## src/rtl/dnn_loader_pkg.sv

```systemverilog
// Shared constants and types for the serial bank loader.
package dnn_loader_pkg;

  localparam logic [3:0] OP_IDLE = 4'h0;
  localparam logic [3:0] OP_LOAD = 4'h2;

  localparam int unsigned OP_LSB   = 0;
  localparam int unsigned OP_MSB   = 3;
  localparam int unsigned BANK_LSB = 4;
  localparam int unsigned BANK_MSB = 7;

  typedef enum logic [1:0] {
    ST_IDLE  = 2'd0,
    ST_LOAD  = 2'd1,
    ST_FLUSH = 2'd2,
    ST_HALT  = 2'd3
  } state_t;

endpackage

```

## src/rtl/bit_packer.sv

```systemverilog
// LSB-first serial-to-parallel shift register with bit counter.
module bit_packer #(
  parameter  int unsigned ELEM_W = 8,
  localparam int unsigned CNT_W  = $clog2(ELEM_W)
) (
  input  logic              clk,
  input  logic              rst,
  input  logic              shift,
  input  logic              clear,
  input  logic              din,
  output logic [ELEM_W-1:0] word,
  output logic [ELEM_W-1:0] word_next,
  output logic [CNT_W-1:0]  count,
  output logic              full
);

  // Word as it will look once the current bit lands; full means this shift completes it.
  always_comb begin
    word_next        = word;
    word_next[count] = din;
    full             = (count == CNT_W'(ELEM_W - 1));
  end

  // clear+shift together starts a fresh word with din as bit 0.
  always_ff @(posedge clk or posedge rst) begin
    if (rst) begin
      word  <= '0;
      count <= '0;
    end else if (clear && shift) begin
      word  <= {{(ELEM_W-1){1'b0}}, din};
      count <= CNT_W'(1);
    end else if (clear) begin
      word  <= '0;
      count <= '0;
    end else if (shift) begin
      if (full) begin
        word  <= '0;
        count <= '0;
      end else begin
        word  <= word_next;
        count <= count + CNT_W'(1);
      end
    end
  end

endmodule

```

## src/rtl/serial_bank_loader.sv

```systemverilog
// Mode-driven serial-to-parallel loader writing packed words into one of several banks.
module serial_bank_loader
  import dnn_loader_pkg::*;
#(
  parameter  int unsigned ELEM_W    = 8,
  parameter  int unsigned DEPTH     = 256,
  parameter  int unsigned NUM_BANKS = 4,
  localparam int unsigned ADDR_W    = (DEPTH > 1) ? $clog2(DEPTH) : 1,
  localparam int unsigned BANK_W    = (NUM_BANKS > 1) ? $clog2(NUM_BANKS) : 1
) (
  input  logic              clk,
  input  logic              reset,
  input  logic              enable,
  input  logic [31:0]       mode,
  input  logic [31:0]       in_data,
  output logic              wr_en,
  output logic [BANK_W-1:0] wr_bank,
  output logic [ADDR_W-1:0] wr_addr,
  output logic [ELEM_W-1:0] wr_data,
  output logic              busy,
  output logic              done,
  output logic              overflow,
  output logic              bad_bank
);

  localparam int unsigned CNT_W = $clog2(ELEM_W);

  state_t state_q, state_d;

  logic [3:0]        op;
  logic [3:0]        mode_bank;
  logic              is_load;
  logic              bank_ok;
  logic              start_ok;
  logic              sess_end;
  logic              addr_last;

  logic [3:0]        bank_q, bank_d;
  logic [ADDR_W-1:0] addr_q, addr_d;

  logic              pk_shift, pk_clear;
  logic [ELEM_W-1:0] pk_word, pk_word_next;
  logic [CNT_W-1:0]  pk_count;
  logic              pk_full;

  logic              wr_en_d, done_d, busy_d, overflow_d, bad_bank_d;
  logic [BANK_W-1:0] wr_bank_d;
  logic [ADDR_W-1:0] wr_addr_d;
  logic [ELEM_W-1:0] wr_data_d;

  logic              unused_bits;
  assign unused_bits = ^{mode[31:8], in_data[31:1]};

  assign op        = mode[OP_MSB:OP_LSB];
  assign mode_bank = mode[BANK_MSB:BANK_LSB];
  assign bank_ok   = (32'(mode_bank) < NUM_BANKS);
  assign start_ok  = is_load && bank_ok;
  assign sess_end  = !is_load || (mode_bank != bank_q);
  assign addr_last = (addr_q == ADDR_W'(DEPTH - 1));

  // Op decode: anything other than LOAD behaves as IDLE.
  always_comb begin
    is_load = 1'b0;
    case (op)
      OP_LOAD: is_load = 1'b1;
      OP_IDLE: is_load = 1'b0;
      default: is_load = 1'b0;
    endcase
  end

  bit_packer #(
    .ELEM_W (ELEM_W)
  ) u_packer (
    .clk       (clk),
    .rst       (reset),
    .shift     (pk_shift),
    .clear     (pk_clear),
    .din       (in_data[0]),
    .word      (pk_word),
    .word_next (pk_word_next),
    .count     (pk_count),
    .full      (pk_full)
  );

  // FSM state register.
  always_ff @(posedge clk or posedge reset) begin
    if (reset) state_q <= ST_IDLE;
    else       state_q <= state_d;
  end

  // Next-state logic; FLUSH doubles as a start cycle so a bank switch loses no bit slot.
  always_comb begin
    state_d = state_q;
    if (enable) begin
      unique case (state_q)
        ST_IDLE, ST_FLUSH: state_d = start_ok ? ST_LOAD : ST_IDLE;
        ST_LOAD: begin
          if (sess_end)
            state_d = (pk_count != '0) ? ST_FLUSH : ST_IDLE;
          else if (pk_full && addr_last)
            state_d = ST_HALT;
        end
        ST_HALT: if (sess_end) state_d = ST_IDLE;
      endcase
    end
  end

  // Output and datapath control; next values of every registered output.
  always_comb begin
    pk_shift   = 1'b0;
    pk_clear   = 1'b0;
    bank_d     = bank_q;
    addr_d     = addr_q;
    wr_en_d    = 1'b0;
    done_d     = 1'b0;
    wr_bank_d  = wr_bank;
    wr_addr_d  = wr_addr;
    wr_data_d  = wr_data;
    overflow_d = overflow;
    bad_bank_d = bad_bank;
    busy_d     = (state_d != ST_IDLE);
    if (enable) begin
      unique case (state_q)
        ST_IDLE, ST_FLUSH: begin
          if (start_ok) begin
            bank_d   = mode_bank;
            addr_d   = '0;
            pk_clear = 1'b1;
            pk_shift = 1'b1;
          end else if (is_load) begin
            bad_bank_d = 1'b1;
          end
        end
        ST_LOAD: begin
          if (sess_end) begin
            done_d   = 1'b1;
            pk_clear = 1'b1;
            if (pk_count != '0) begin
              wr_en_d   = 1'b1;
              wr_data_d = pk_word;
              wr_addr_d = addr_q;
              wr_bank_d = bank_q[BANK_W-1:0];
            end
          end else begin
            pk_shift = 1'b1;
            if (pk_full) begin
              wr_en_d   = 1'b1;
              wr_data_d = pk_word_next;
              wr_addr_d = addr_q;
              wr_bank_d = bank_q[BANK_W-1:0];
              if (!addr_last) addr_d = addr_q + ADDR_W'(1);
            end
          end
        end
        ST_HALT: begin
          if (sess_end) done_d     = 1'b1;
          else          overflow_d = 1'b1;
        end
      endcase
    end
  end

  // Registered outputs, latched bank and word address.
  always_ff @(posedge clk or posedge reset) begin
    if (reset) begin
      bank_q   <= '0;
      addr_q   <= '0;
      wr_en    <= 1'b0;
      wr_bank  <= '0;
      wr_addr  <= '0;
      wr_data  <= '0;
      busy     <= 1'b0;
      done     <= 1'b0;
      overflow <= 1'b0;
      bad_bank <= 1'b0;
    end else begin
      bank_q   <= bank_d;
      addr_q   <= addr_d;
      wr_en    <= wr_en_d;
      wr_bank  <= wr_bank_d;
      wr_addr  <= wr_addr_d;
      wr_data  <= wr_data_d;
      busy     <= busy_d;
      done     <= done_d;
      overflow <= overflow_d;
      bad_bank <= bad_bank_d;
    end
  end

endmodule

```

## config.mk

```make
export PLATFORM = sky130hd
export DESIGN_NAME = serial_bank_loader
export DESIGN_NICKNAME = d
export VERILOG_FILES = /design/src/rtl/dnn_loader_pkg.sv /design/src/rtl/bit_packer.sv /design/src/rtl/serial_bank_loader.sv
export SDC_FILE = /design/constraint.sdc
export NUM_CORES = 1
export LEC_CHECK = 0
export BUFFER_PORTS_ARGS = -buffer_cell sky130_fd_sc_hd__buf_2
export CORE_MARGIN = 1.5
export CORE_UTILIZATION = 50
export CTS_BUF_LIST = sky130_fd_sc_hd__clkbuf_8
export DETAILED_ROUTE_END_ITERATION = 6
export GPL_TIMING_DRIVEN = 0
export PLACE_DENSITY = 0.78
export SYNTH_ARGS = -nofsm -noshare
export SYNTH_HDL_FRONTEND = slang
export SYNTH_SLANG_ARGS = --single-unit
```

## constraint.sdc

```tcl
create_clock -name clk -period 3 [get_ports clk]
set_input_delay 0.15 -clock clk [delete_from_list [all_inputs] [get_ports clk]]
set_output_delay 0.15 -clock clk [all_outputs]
set_load 0.05 [all_outputs]
```

Word-level counts from Yosys, hierarchy flattened
Index checks and enable logic that the tools add are counted.
- $add $sub $neg: 2
- $lt $le $gt $ge: 3
- equal/unequal tests: 12
- mux-type cells: 47
- bitwise operators: 2
- reductions and logical operators: 19
- operators by type and width (kind ; count):
    two-way mux 8 bit ; 14
    two-way mux 2 bit ; 8
    one-hot mux 8 bit (2 select lines) ; 1
    two-way mux 1 bit ; 15
    two-way mux 3 bit ; 4
    adder 8 x 1 -> 8 bit, second input constant ; 1
    bitwise mux 8 bit ; 1
    equality test 8 bit, second input constant ; 1
    != test 2 bit, second input constant ; 4
    AND reduction 4 bit ; 2
    one-hot mux 2 bit (3 select lines) ; 1
    AND reduction 3 bit ; 2
    AND reduction 6 bit ; 1
    nonzero test 2 bit ; 3
    nonzero test 3 bit ; 2
    equality test 2 bit, second input constant ; 2
    equality test 4 x 2 -> 1 bit, second input constant ; 1
    logical AND 1 bit ; 4
    less-than comparator 3 x 4 -> 1 bit, second input constant ; 1
    less-than comparator 4 x 3 -> 1 bit, second input constant ; 1
    != test 4 bit ; 1
    one-hot mux 1 bit (2 select lines) ; 2
    OR reduction 2 bit ; 2
    adder 3 x 1 -> 3 bit, second input constant ; 1
    other kinds (9) ; 10
- register bits after elaboration: 48
- output and inout bits: 23
- word-level logic and storage cells: 98

Longest topological paths before layout
- depth in word-level cells: 10
- gate-level depth with buffers: 7

Hierarchy
From an unflattened synthesis, not the netlist that was laid out.
- cells, all modules: 233
- area, all modules: 2551.2 um^2
- by module, submodules not included (module ; times used ; cells an instance ; area an instance (um^2)):
    serial_bank_loader ; 1 ; 149 ; 1788.0
    bit_packer ; 1 ; 84 ; 763.2

Least setup slack after synthesis
OpenSTA, ideal clock, no wires.
- kind: register to register
- start: register bank_q[1]
- end: register addr_q[4]
- library setup time: 0.078 ns
- arrival time: 1.998 ns
- required time: 2.922 ns
- slack: 0.924 ns
- stages on the path, launching flop included: 7
- path buffers: 1
- period minus slack after synthesis: 2.076 ns
- cells stage by stage: dfrtp_1 -> xnor2_1 -> nand3_1 -> o41a_4 -> buf_6 -> or4_1 -> a21oi_1
- word-level cells in the longest chain between the ends: 4
- RTL lines (what ; line ; RTL):
    start, declared ; serial_bank_loader.sv:38 ; logic [3:0] bank_q, bank_d;
    start signal, assigned ; serial_bank_loader.sv:177 ; bank_q <= bank_d;
    != test 4 bit ; serial_bank_loader.sv:58 ; assign sess_end = !is_load || (mode_bank != bank_q);
    logical OR 1 bit ; serial_bank_loader.sv:58 ;
    != test 2 bit (no source line) ; n/a ;
    AND reduction 6 bit (no source line) ; n/a ;
    end signal, assigned ; serial_bank_loader.sv:178 ; addr_q <= addr_d;
    end, declared ; serial_bank_loader.sv:39 ; logic [ADDR_W-1:0] addr_q, addr_d;
Every way passes these cells.
A chain may end at the register's enable or synchronous reset.

Final worst setup path
- start: register state_q[0]
- end: register wr_data[0]
- word-level cells in the longest chain between the ends: 2
- RTL lines (what ; line ; RTL):
    start, declared ; serial_bank_loader.sv:28 ; state_t state_q, state_d;
    start signal, assigned ; serial_bank_loader.sv:88 ; else state_q <= state_d;
    equality test 2 x 1 -> 1 bit ; serial_bank_loader.sv:123 ; unique case (state_q)
    AND reduction 4 bit (no source line) ; n/a ;
    end signal, assigned ; serial_bank_loader.sv:182 ; wr_data <= wr_data_d;
    end, declared ; serial_bank_loader.sv:19 ; output logic [ELEM_W-1:0] wr_data,
Every way passes these cells.

==> metrics <==
Port Buffers=34; Num CTS Buffers=5; fin. max-slew vios=0; final WL=5110 um; CP max stage cell=nor3_2; clock share of power=29.0%; shortest period the worst path allows=2590 ps; antenna violations before repair=0; mapped cell area=0.00244 mm2; Critical Path RT=approximately 3200 ps; drt pass-1 iters=4; share of layout cells above drive strength 1=30.2%; Pint=0.000880 W; cell family with most CP delay=simple AND/OR/NAND/NOR gates; post-synthesis async set-or-reset flop share=100%; die width=around 73 um; clock slew at reported path FFs=80 ps; leakage=1.36 nW; Fmax achieved=0.386 GHz; Wirelength per Cell=15.5 um; RSZ-0062 raised after global routing=false; initial DRC count=153; R2R Path Start=state_q[0]; Sw Share=between 20 and 30%; Clock Path Buffers=2; # H-tree levels=2; Cell Pwr Density=432 mW/mm2; area delta synth->final=14.5%; Synth Register Bits=48; reg2reg end=wr_data[0]; CP Class=flip-flop to flip-flop; CP Buf/Inv Count=2; Worst R2R Setup Slack=410 ps; Yosys cell types=45; cells on worst reg2reg path=6; Placer Congestion=0.835; commonest non-fill, non-tap cell in the layout=dfrtp_1; via count=1899; Post-DP Area=0.00271 mm2; Root Buffer=clkbuf_8; most frequent cells in the layout=48 x dfrtp_1, 36 x buf_2, 29 x mux2_2; worst hold start=mode[4]; Max transition margin=40.0%; design area=0.00279 mm2; Via density=5.77; largest net degree at the start of global routing=31; Cells after Synth=221; logic gate share of total power=13.9%; Slew @ Worst Pin=899 ps; Net Sw Power=0.000325 W; clk sinks=48; EDFF count, synth=0; detailed-route DRC error count=0; setup violators final=0; VDD IR max=0.000312 V; max incr delay on CP=760 ps; outcome=completed; Critical Path AT=2770 ps; placed wire-length estimate=3620 um; Die Y=approximately 73 um; crit share post-route=86.3%; cell depth of the worst setup path=6; setup TNS=0 ps; # diodes=0; vias in the first global route=approximately 1800; Yosys warnings=0; global-route wire length before repair=8540 um; hold path depth=3; grt total ovfl=0; CTS tree=yes; core area=0.00472 mm2; startpoint class of the critical path=flip-flop; post-route ant nets=0; Avg Cell Area, Syn=11.0 um2; maxcap violations=0; Initial Util=51.7%; cells along the critical path=buf_2 > nor2b_1 > nand2_1 > nor3_2 > buf_4 > mux2_2; register area share after synthesis=49.2%; Setup Skew=9.80 ps; hold endpoint=bank_q[0]; Die Area=approximately 0.0053 mm2; synthesized net count=292; worst min path class=input port to flip-flop; nets=335; Worst-Skew Late Latency=300 ps; GRT Total Usage=roughly a fifth; Seq pwr share=57.1%; # IOs=90; Final Hold Violating Endpoints=0; row count=25; CP Capture Type=flip-flop; setup bufs post-CTS=0; Critical Path Fanout Max=10; post-CTS sizing=0; Top FF cell, synth=dfrtp_1
## registers in the layout, indices dropped and copies added, names as in the netlist
| name | flops |
|---|---|
| done | 1 |
| u_packer.count | 3 |
| addr_q | 8 |
| wr_en | 1 |
| state_q | 2 |
| wr_bank | 2 |
| busy | 1 |
| bad_bank | 1 |
| bank_q | 4 |
| overflow | 1 |
| u_packer.word | 8 |
| wr_addr | 8 |
| wr_data | 8 |
## cell usage after synthesis, types with 3 or more instances
master	number	area share, %
o31ai_1	5	1.5
xnor2_1	3	1.1
nor3_1	6	1.2
clkbuf_1	5	0.77
inv_1	11	1.7
nand2_1	17	2.6
a21oi_1	10	2.1
dfrtp_1	48	49
o211ai_1	3	0.92
o21ai_0	8	1.6
mux2i_1	3	1.2
nand4_1	4	1.0
nand3_1	11	2.3
nor2_1	8	1.2
and2_1	3	0.77
or4_1	3	0.92
a32o_1	7	2.9
mux2_2	29	13
ha_1	4	2.1
or3_1	4	1.0
## kinds of logic after synthesis
| kind of cell | synth area share (%) |
|---|---|
| AND/OR/NAND/NOR | 15.6 |
| flip-flops | 49.2 |
| AO/OA/AOI/OAI | 13.3 |
| multiplexers | 14.6 |
| buffers and inverters | 3.79 |
| XOR/XNOR | 1.44 |
| adder cells (fa/ha/maj) | 2.05 |
## metrics by stage
stage	total power (W)	worst slack [ps]	hold WS (ps)	cells	util (%)
finish	0.00121	411	81.7	329	59.1
global route	0.00125	178	116	329	59.1
CTS	0.00121	386	77.6	329	59.1
detailed placement	0.000867	399	169	323	57.5
global placement	0.000861	435	379	322	57.0
floorplan	0.000817	924	255	221	-
## timing repair
action                                  4_1_cts  5_1_grt
hold buffers                                  1        0
endpoints found under the setup margin        0        0
endpoints found under the hold margin        18        0
## layer usage
layer	global-route usage, %	share of wire (%)	vias up
met1	28.9	47	952
met4	8.18	1.3	0
met5	0	0	-
met3	2.90	2.8	5
li1	-	-	903
met2	33.6	49	39
## worst max-delay path by stage
stage	slack [ps]	end	start
after global placement	440	wr_data[0]	mode[0]
after detailed placement	400	wr_data[4]	mode[0]
after floorplan	920	addr_q[4]	bank_q[1]
final	410	wr_data[0]	state_q[0]
after CTS	390	wr_data[4]	state_q[0]
after global routing	180	wr_bank[0]	state_q[0]
## power groups by stage
stage / clock [W] / combinational [W] / sequential (W)
3_3_place_gp: 0 / 0.000160 / 0.000701
4_1_cts: 0.000354 / 0.000168 / 0.000688
6_report: 0.000350 / 0.000168 / 0.000688
5_1_grt: 0.000374 / 0.000186 / 0.000691
2_1_floorplan: 0 / 0.0000865 / 0.000730
3_5_place_dp: 0 / 0.000166 / 0.000701
## worst min-delay path, stage by stage
cell     delay (ps)
buf_2           100
nand2_1          50
nand2_1          50
## area by class of cell
class                           instances  area (um2)
Inverter                               11        41.3
Buffer                                 10        51.3
Sequential cell                        48        1200
Clock buffer                            5        68.8
Timing Repair Buffer                   36         200
Fill cell                             393        1930
Tap cell                               67        83.8
Multi-Input combinational cell        152        1150
No activity file was read; power rests on OpenSTA's default activity.
